===== src/rtl/globalDefinitions.sv =====
// -----------------------------------------------------------------------------
// globalDefinitions
// Project-wide fixed-point widths shared by the scaler blocks.
//   fixed     : number of fractional bits in a fixed-point value, and also the
//               width of integer coordinates and image sizes.
//   fixedbits : full width of a fixed-point value (integer + fraction).
// A value of 1.0 is (1 << fixed).
// -----------------------------------------------------------------------------
package globalDefinitions;

    localparam int fixed     = 18;
    localparam int fixedbits = 32;

endpackage


===== src/rtl/scale_coordinate_generation_pkg.sv =====
// -----------------------------------------------------------------------------
// pkg_scaleCoordinateGeneration
// Shared types for the scale coordinate generator.
//   STATES_t             : frame sequencer states.
//   DEFAULT_DRAIN_CYCLES : cycles from the last accepted start until the pixel
//                          generator's final scale-cache write is visible.
// -----------------------------------------------------------------------------
package pkg_scaleCoordinateGeneration;

    typedef enum logic [2:0] {
        S_Idle,
        S_Issue,
        S_Advance,
        S_Drain,
        S_Done
    } STATES_t;

    localparam int DEFAULT_DRAIN_CYCLES = 12;

endpackage


===== src/rtl/structs.sv =====
// -----------------------------------------------------------------------------
// structs
// Handshake bundles between the scaler sequencers and the scale pixel
// generator.
//   struct_scalePixelGeneration_in  : start pulse plus the source integer
//                                     address (sx, sy), the fixed-point
//                                     fractional weights (fx, fy) and the
//                                     destination raster position (dx, dy).
//   struct_scalePixelGeneration_out : ready, high when the generator can accept
//                                     a new pixel.
// -----------------------------------------------------------------------------
package structs;

    import globalDefinitions::*;

    typedef struct packed {
        logic                 start;
        logic [fixed-1:0]     sx;
        logic [fixed-1:0]     sy;
        logic [fixedbits-1:0] fx;
        logic [fixedbits-1:0] fy;
        logic [fixed-1:0]     dx;
        logic [fixed-1:0]     dy;
    } struct_scalePixelGeneration_in;

    typedef struct packed {
        logic ready;
    } struct_scalePixelGeneration_out;

endpackage


===== src/rtl/scale_coordinate_generation_split.sv =====
// -----------------------------------------------------------------------------
// scaleCoordSplit
// Purely combinational split of an unsigned fixed-point accumulator into an
// integer source coordinate and a fractional interpolation weight.
//
// Build option: SCALE_COORD_CLAMP_EN
//   defined   : when the integer part is >= src_size-1 the output is pinned to
//               int_part = src_size-2 and frac_part = 1.0, so the generator's
//               +1 neighbour read stays inside the image.
//   undefined : raw split, the caller keeps the accumulator in range.
//
// Ports:
//   acc       in  [fixedbits-1:0] accumulated source position
//   src_size  in  [fixed-1:0]     source extent along this axis (>= 2)
//   int_part  out [fixed-1:0]     integer coordinate (truncated to fixed bits)
//   frac_part out [fixedbits-1:0] fraction, zero-extended
// -----------------------------------------------------------------------------
module scaleCoordSplit
    import globalDefinitions::*;
(
    input  logic [fixedbits-1:0] acc,
    input  logic [fixed-1:0]     src_size,
    output logic [fixed-1:0]     int_part,
    output logic [fixedbits-1:0] frac_part
);

    logic [fixedbits-1:0] whole;
    logic [fixed-1:0]     raw_int;
    logic [fixedbits-1:0] raw_frac;

    assign whole    = acc >> fixed;
    assign raw_int  = fixed'(whole);
    assign raw_frac = fixedbits'(acc[fixed-1:0]);

`ifdef SCALE_COORD_CLAMP_EN

    localparam logic [fixedbits-1:0] ONE = fixedbits'(1) << fixed;

    logic [fixedbits-1:0] last_index;

    // The comparison is done at full accumulator width so a wrapped or very
    // large integer part cannot alias below the limit after truncation.
    assign last_index = fixedbits'(src_size) - fixedbits'(1);

    always_comb begin
        int_part  = raw_int;
        frac_part = raw_frac;
        if (whole >= last_index) begin
            int_part  = src_size - fixed'(2);
            frac_part = ONE;
        end
    end

`else

    logic unused_src_size;

    // Without clamping the source size plays no role in the split.
    assign unused_src_size = ^src_size;

    always_comb begin
        int_part  = raw_int;
        frac_part = raw_frac;
    end

`endif

endmodule


===== src/rtl/scale_coordinate_generation.sv =====
// -----------------------------------------------------------------------------
// scale_coordinate_generation
// Frame sequencer in front of the scale pixel generator. Walks the destination
// image in raster order, accumulates the fixed-point source position, splits it
// into integer address + fractional weight and issues one start per pixel under
// the generator's ready/start handshake. After the last pixel it waits for the
// generator's write pipeline to drain and then pulses done.
//
// Build option: SCALE_COORD_CLAMP_EN (see scaleCoordSplit) clamps the source
// coordinates so the +1 neighbour stays inside the image.
//
// Parameters:
//   DRAIN_CYCLES  cycles from the last accepted start until the final
//                 scale-cache write of the generator is visible
// Ports:
//   clk                      in  clock
//   reset                    in  asynchronous active-high reset
//   cfg_start                in  frame start pulse, honoured only when idle
//   cfg_src_w / cfg_src_h    in  source size (>= 2)
//   cfg_dst_w / cfg_dst_h    in  destination size (0 gives an empty frame)
//   cfg_step_x / cfg_step_y  in  source advance per destination pixel
//   spg_out                  in  generator status (ready)
//   spg_in                   out generator request (start, sx, sy, fx, fy, dx, dy)
//   busy                     out high from frame acceptance through done
//   done                     out one-cycle frame-complete pulse
// -----------------------------------------------------------------------------
module scale_coordinate_generation
    import globalDefinitions::*, structs::*, pkg_scaleCoordinateGeneration::*;
#(
    parameter int DRAIN_CYCLES = DEFAULT_DRAIN_CYCLES
)
(
    input  logic                           clk,
    input  logic                           reset,
    input  logic                           cfg_start,
    input  logic [fixed-1:0]               cfg_src_w,
    input  logic [fixed-1:0]               cfg_src_h,
    input  logic [fixed-1:0]               cfg_dst_w,
    input  logic [fixed-1:0]               cfg_dst_h,
    input  logic [fixedbits-1:0]           cfg_step_x,
    input  logic [fixedbits-1:0]           cfg_step_y,
    input  struct_scalePixelGeneration_out spg_out,
    output struct_scalePixelGeneration_in  spg_in,
    output logic                           busy,
    output logic                           done
);

    localparam int DRAIN_W = (DRAIN_CYCLES > 2) ? $clog2(DRAIN_CYCLES) : 1;

    STATES_t state;
    STATES_t state_next;

    logic [fixed-1:0]     src_w;
    logic [fixed-1:0]     src_h;
    logic [fixed-1:0]     dst_w;
    logic [fixed-1:0]     dst_h;
    logic [fixedbits-1:0] step_x;
    logic [fixedbits-1:0] step_y;

    logic [fixed-1:0]     dx;
    logic [fixed-1:0]     dy;
    logic [fixedbits-1:0] x_acc;
    logic [fixedbits-1:0] y_acc;
    logic [DRAIN_W-1:0]   drain_cnt;

    logic [fixed-1:0]     sx;
    logic [fixed-1:0]     sy;
    logic [fixedbits-1:0] fx;
    logic [fixedbits-1:0] fy;

    logic last_x;
    logic last_y;
    logic last_pixel;
    logic start;

    assign last_x     = (dx == dst_w - fixed'(1));
    assign last_y     = (dy == dst_h - fixed'(1));
    assign last_pixel = last_x && last_y;

    // One splitter per axis turns the accumulator into address + weight.
    scaleCoordSplit u_split_x (
        .acc       (x_acc),
        .src_size  (src_w),
        .int_part  (sx),
        .frac_part (fx)
    );

    scaleCoordSplit u_split_y (
        .acc       (y_acc),
        .src_size  (src_h),
        .int_part  (sy),
        .frac_part (fy)
    );

    // State register. Reset drops everything at once, so a frame interrupted
    // by reset never produces another start or a done pulse.
    always_ff @(posedge clk or posedge reset) begin
        if (reset) begin
            state <= S_Idle;
        end else begin
            state <= state_next;
        end
    end

    // Next-state logic. Start is only ever offered while issuing and is gated
    // by ready, so a stalled generator just holds the sequencer in S_Issue.
    // A zero destination dimension skips straight to the done pulse.
    always_comb begin
        state_next = state;
        start      = 1'b0;
        case (state)
            S_Idle: begin
                if (cfg_start) begin
                    if (cfg_dst_w == '0 || cfg_dst_h == '0) begin
                        state_next = S_Done;
                    end else begin
                        state_next = S_Issue;
                    end
                end
            end
            S_Issue: begin
                start = spg_out.ready;
                if (spg_out.ready) begin
                    state_next = last_pixel ? S_Drain : S_Advance;
                end
            end
            S_Advance: begin
                state_next = S_Issue;
            end
            S_Drain: begin
                if (drain_cnt == '0) begin
                    state_next = S_Done;
                end
            end
            S_Done: begin
                state_next = S_Idle;
            end
            default: begin
                state_next = S_Idle;
            end
        endcase
    end

    // Frame datapath: configuration is captured only on an accepted start so
    // mid-frame cfg changes are invisible. The accumulators advance by whole
    // steps and wrap silently; the x accumulator restarts at every new row.
    // The drain counter is armed on the edge that accepts the last pixel.
    always_ff @(posedge clk or posedge reset) begin
        if (reset) begin
            src_w     <= '0;
            src_h     <= '0;
            dst_w     <= '0;
            dst_h     <= '0;
            step_x    <= '0;
            step_y    <= '0;
            dx        <= '0;
            dy        <= '0;
            x_acc     <= '0;
            y_acc     <= '0;
            drain_cnt <= '0;
        end else begin
            case (state)
                S_Idle: begin
                    if (cfg_start) begin
                        src_w  <= cfg_src_w;
                        src_h  <= cfg_src_h;
                        dst_w  <= cfg_dst_w;
                        dst_h  <= cfg_dst_h;
                        step_x <= cfg_step_x;
                        step_y <= cfg_step_y;
                        dx     <= '0;
                        dy     <= '0;
                        x_acc  <= '0;
                        y_acc  <= '0;
                    end
                end
                S_Issue: begin
                    if (spg_out.ready && last_pixel) begin
                        drain_cnt <= DRAIN_W'(DRAIN_CYCLES - 1);
                    end
                end
                S_Advance: begin
                    if (last_x) begin
                        dx    <= '0;
                        x_acc <= '0;
                        dy    <= dy + fixed'(1);
                        y_acc <= y_acc + step_y;
                    end else begin
                        dx    <= dx + fixed'(1);
                        x_acc <= x_acc + step_x;
                    end
                end
                S_Drain: begin
                    if (drain_cnt != '0) begin
                        drain_cnt <= drain_cnt - DRAIN_W'(1);
                    end
                end
                default: begin
                end
            endcase
        end
    end

    // Request bundle: everything except start comes straight from registers,
    // so the coordinates are stable for the whole time a pixel is offered.
    always_comb begin
        spg_in       = '0;
        spg_in.start = start;
        spg_in.sx    = sx;
        spg_in.sy    = sy;
        spg_in.fx    = fx;
        spg_in.fy    = fy;
        spg_in.dx    = dx;
        spg_in.dy    = dy;
    end

    assign busy = (state != S_Idle);
    assign done = (state == S_Done);

endmodule


===== config.mk =====
export PLATFORM = sky130hd
export DESIGN_NAME = scale_coordinate_generation
export DESIGN_NICKNAME = d
export VERILOG_FILES = /design/src/rtl/globalDefinitions.sv /design/src/rtl/scale_coordinate_generation_pkg.sv /design/src/rtl/structs.sv /design/src/rtl/scale_coordinate_generation_split.sv /design/src/rtl/scale_coordinate_generation.sv
export SDC_FILE = /design/constraint.sdc
export NUM_CORES = 1
export LEC_CHECK = 0
export BUFFER_PORTS_ARGS = -buffer_cell sky130_fd_sc_hd__buf_2
export CAP_MARGIN = 20
export CORE_ASPECT_RATIO = 0.6
export CORE_MARGIN = 3
export CORE_UTILIZATION = 53
export CTS_BUF_LIST = sky130_fd_sc_hd__clkbuf_4 sky130_fd_sc_hd__clkbuf_8
export CTS_CLUSTER_SIZE = 12
export DETAILED_ROUTE_END_ITERATION = 12
export PLACE_DENSITY = 0.8
export SLEW_MARGIN = 20
export SYNTH_ARGS = -nofsm -noshare
export SYNTH_HDL_FRONTEND = slang
export SYNTH_HIERARCHICAL = 1
export SYNTH_SLANG_ARGS = --single-unit

===== constraint.sdc =====
create_clock -name clk -period 6.95 [get_ports clk]
set_input_delay 0.695 -clock clk [delete_from_list [all_inputs] [get_ports clk]]
set_output_delay 0.695 -clock clk [all_outputs]
set_load 0.1 [all_outputs]

==> flow_metrics.env <==
export IMPL_outcome="completed"
export IMPL_slew_limit_headroom_pct=40.0
export IMPL_hold_violations=0
export IMPL_insertion_delay_ns=0.54
export IMPL_reg2reg_setup_slack_ns=2.99
export IMPL_cts_root_buf="clkbuf_8"
export IMPL_clkPwrFrac_pct=17.7
export IMPL_power_density_nw_per_um2=438
export IMPL_setup_violations=0
export IMPL_cts_resized_gates=0
export IMPL_cts_tree="built"
export IMPL_gp_congestion=0.906
export IMPL_drtIter0Drc=1027
export IMPL_worst_ep_required_time_ns=7.35
export IMPL_crit_chain="ha_1 > fa_1 > a21o_1 > nand4_1 > a21oi_1 > nor3_1 > nor4b_1 > o41a_1 > a221oi_1 > o21ai_0 > a21oi_1 > xor2_1 > o21ai_0"
export IMPL_timing_worst_setup_path_type="reg -> reg"
export IMPL_fin_tns_setup_ns=0
export IMPL_slew_violations=0
export IMPL_die_x_microns=209
export IMPL_endpoint_kind="flop"
export IMPL_wire_per_inst_microns=17.0
export IMPL_holdWs_ns=0.287
export IMPL_io_pin_count=279
export IMPL_grt_pass1_wl_microns=56100
export IMPL_yosysWarnings=6
export IMPL_period_needed_ns=3.96
export IMPL_cts_sinks=207
export IMPL_internal_power_mw=3.19
export IMPL_fmax_ghz=0.252
export IMPL_p_switching_mw=3.13
export IMPL_mostFrequentLayoutCells="404 x nand2_1, 207 x dfrtp_1, 206 x buf_2"
export IMPL_core_area_sq_um=23700
export IMPL_p_comb_share_pct=51.3
export IMPL_drc=0
export IMPL_hold_class="in -> async"
export IMPL_peakVddDrop_mv=0.367
export IMPL_start_util_pct=55.3
export IMPL_max_stage_delay_ns=0.58
export IMPL_reg2reg_to="x_acc[30]"
export IMPL_htreeDepth=2
export IMPL_worstMarginPinSlew_ns=0.900
export IMPL_syn_area_per_cell_sq_um=8.32
export IMPL_area_delta_synth_final_pct=10.1
export IMPL_clock_path_buffers=3
export IMPL_final_fill_count=2083
export IMPL_layout_commonest_cell="nand2_1"
export IMPL_drt_wl_total_microns=34500
export IMPL_antenna_found_initial=3
export IMPL_numPortBuffers=206
export IMPL_rsz0062_at_grt="no"
export IMPL_cap_violations=0
export IMPL_multi_input_area_sq_um=6990
export IMPL_grt_usage_pct=25.6
export IMPL_final_setup_skew_ns=0.0465
export IMPL_start_kind="flop"
export IMPL_reg2regPathDepth=13
export IMPL_path_clk_slew_ns=0.07
export IMPL_die_height_microns=128
export IMPL_vias=11364
export IMPL_cts_hold_buffers=0
export IMPL_p_sw_share_pct=49.5
export IMPL_overflow=0
export IMPL_p_seq_share_pct=31.0
export IMPL_cp_max_fo=4
export IMPL_crit_reg2reg_launch="step_x[0]"
export IMPL_hpwl_microns=24900
export IMPL_ant_nets=0
export IMPL_synthCells=1577
export IMPL_p_leak_nw=7.57
export IMPL_crit_slowest_cell="nor3_1"
export IMPL_dieArea_sq_um=26700
export IMPL_grt_max_degree=101
export IMPL_dr_pass1_iters=5
export IMPL_cts_setup_buffers=0
export IMPL_placementRows=43
export IMPL_cts_made_buffers=34
export IMPL_viasPerCell=5.59
export IMPL_crit_arrival_ns=4.36
export IMPL_synthesis_area_sq_um=13100
export IMPL_drive_above_1_share_pct=16.9
export IMPL_nets=1906
export IMPL_layout_area_seq_sq_um=5180
export IMPL_fin_crit_sh_pct=57.0
export IMPL_grt_pass1_vias=10790
-- critical path, delay by kind of cell, from the launching register on --
kind | cells | cell delay, ns
simple gates | 3 | 0.94
xor+xnor | 1 | 0.17
compound gates | 7 | 1.67
fa+ha+maj | 2 | 0.67
flops | 1 | 0.39
-- registers in the layout, indices dropped and copies added, names as in the netlist --
name,cells
dst_h,18
drain_cnt,4
state,3
dy,18
y_acc,32
step_y,32
x_acc,32
dx,18
dst_w,18
step_x,32
-- power groups by stage --
| stage | clock network (mW) | registers, mW | logic, mW |
|---|---|---|---|
| after floorplan | 0 | 1.89 | 2.77 |
| after global placement | 0 | 1.95 | 3.10 |
| after detailed placement | 0 | 1.97 | 3.21 |
| after CTS | 1.15 | 1.95 | 3.22 |
| after global routing | 1.21 | 2.01 | 3.57 |
| final | 1.12 | 1.96 | 3.24 |
-- worst max path at each step --
stage	from	to	slack [ns]	depth (start not counted)
global route	step_x[0]	x_acc[30]	2.71	13
CTS	dst_w[0]	dy[4]	2.95	9
detailed placement	dst_w[0]	dy[4]	2.97	9
finish	step_x[0]	x_acc[30]	2.99	13
global placement	dst_w[0]	dy[4]	3.05	9
floorplan	reset	drain_cnt[0]	0.60	1
-- area by class of cell --
class / instances / share of cell area (%)
Timing Repair Buffer: 212 / 7.45
Multi-Input combinational cell: 1216 / 48.4
Clock buffer: 49 / 4.37
Tap cell: 315 / 2.73
Inverter: 25 / 0.702
Sequential cell: 207 / 35.9
Antenna cell: 2 / 0.0347
Clock inverter: 7 / 0.433
-- stage by stage --
step                instances  total power, mW  instance area (sq um)  utilization, %  worst slack, ns
global placement         1975             5.05                  13700            57.9             3.05
floorplan                1611             4.66                  13200               -            0.603
global route             2033             6.79                  14400            60.8             2.71
detailed placement       1975             5.17                  13700            57.9             2.97
finish                   2033             6.32                  14400            60.8             2.99
CTS                      2031             6.33                  14400            60.8             2.95
-- routing by layer --
metal	wire, microns	GRT usage [%]	vias to the layer above
met5	7	0	-
met4	624	6.25	2
li1	-	-	5483
met3	2610	5.11	57
met1	16600	39.2	5413
met2	14700	37.3	409
(Power assumes the default switching activity.)
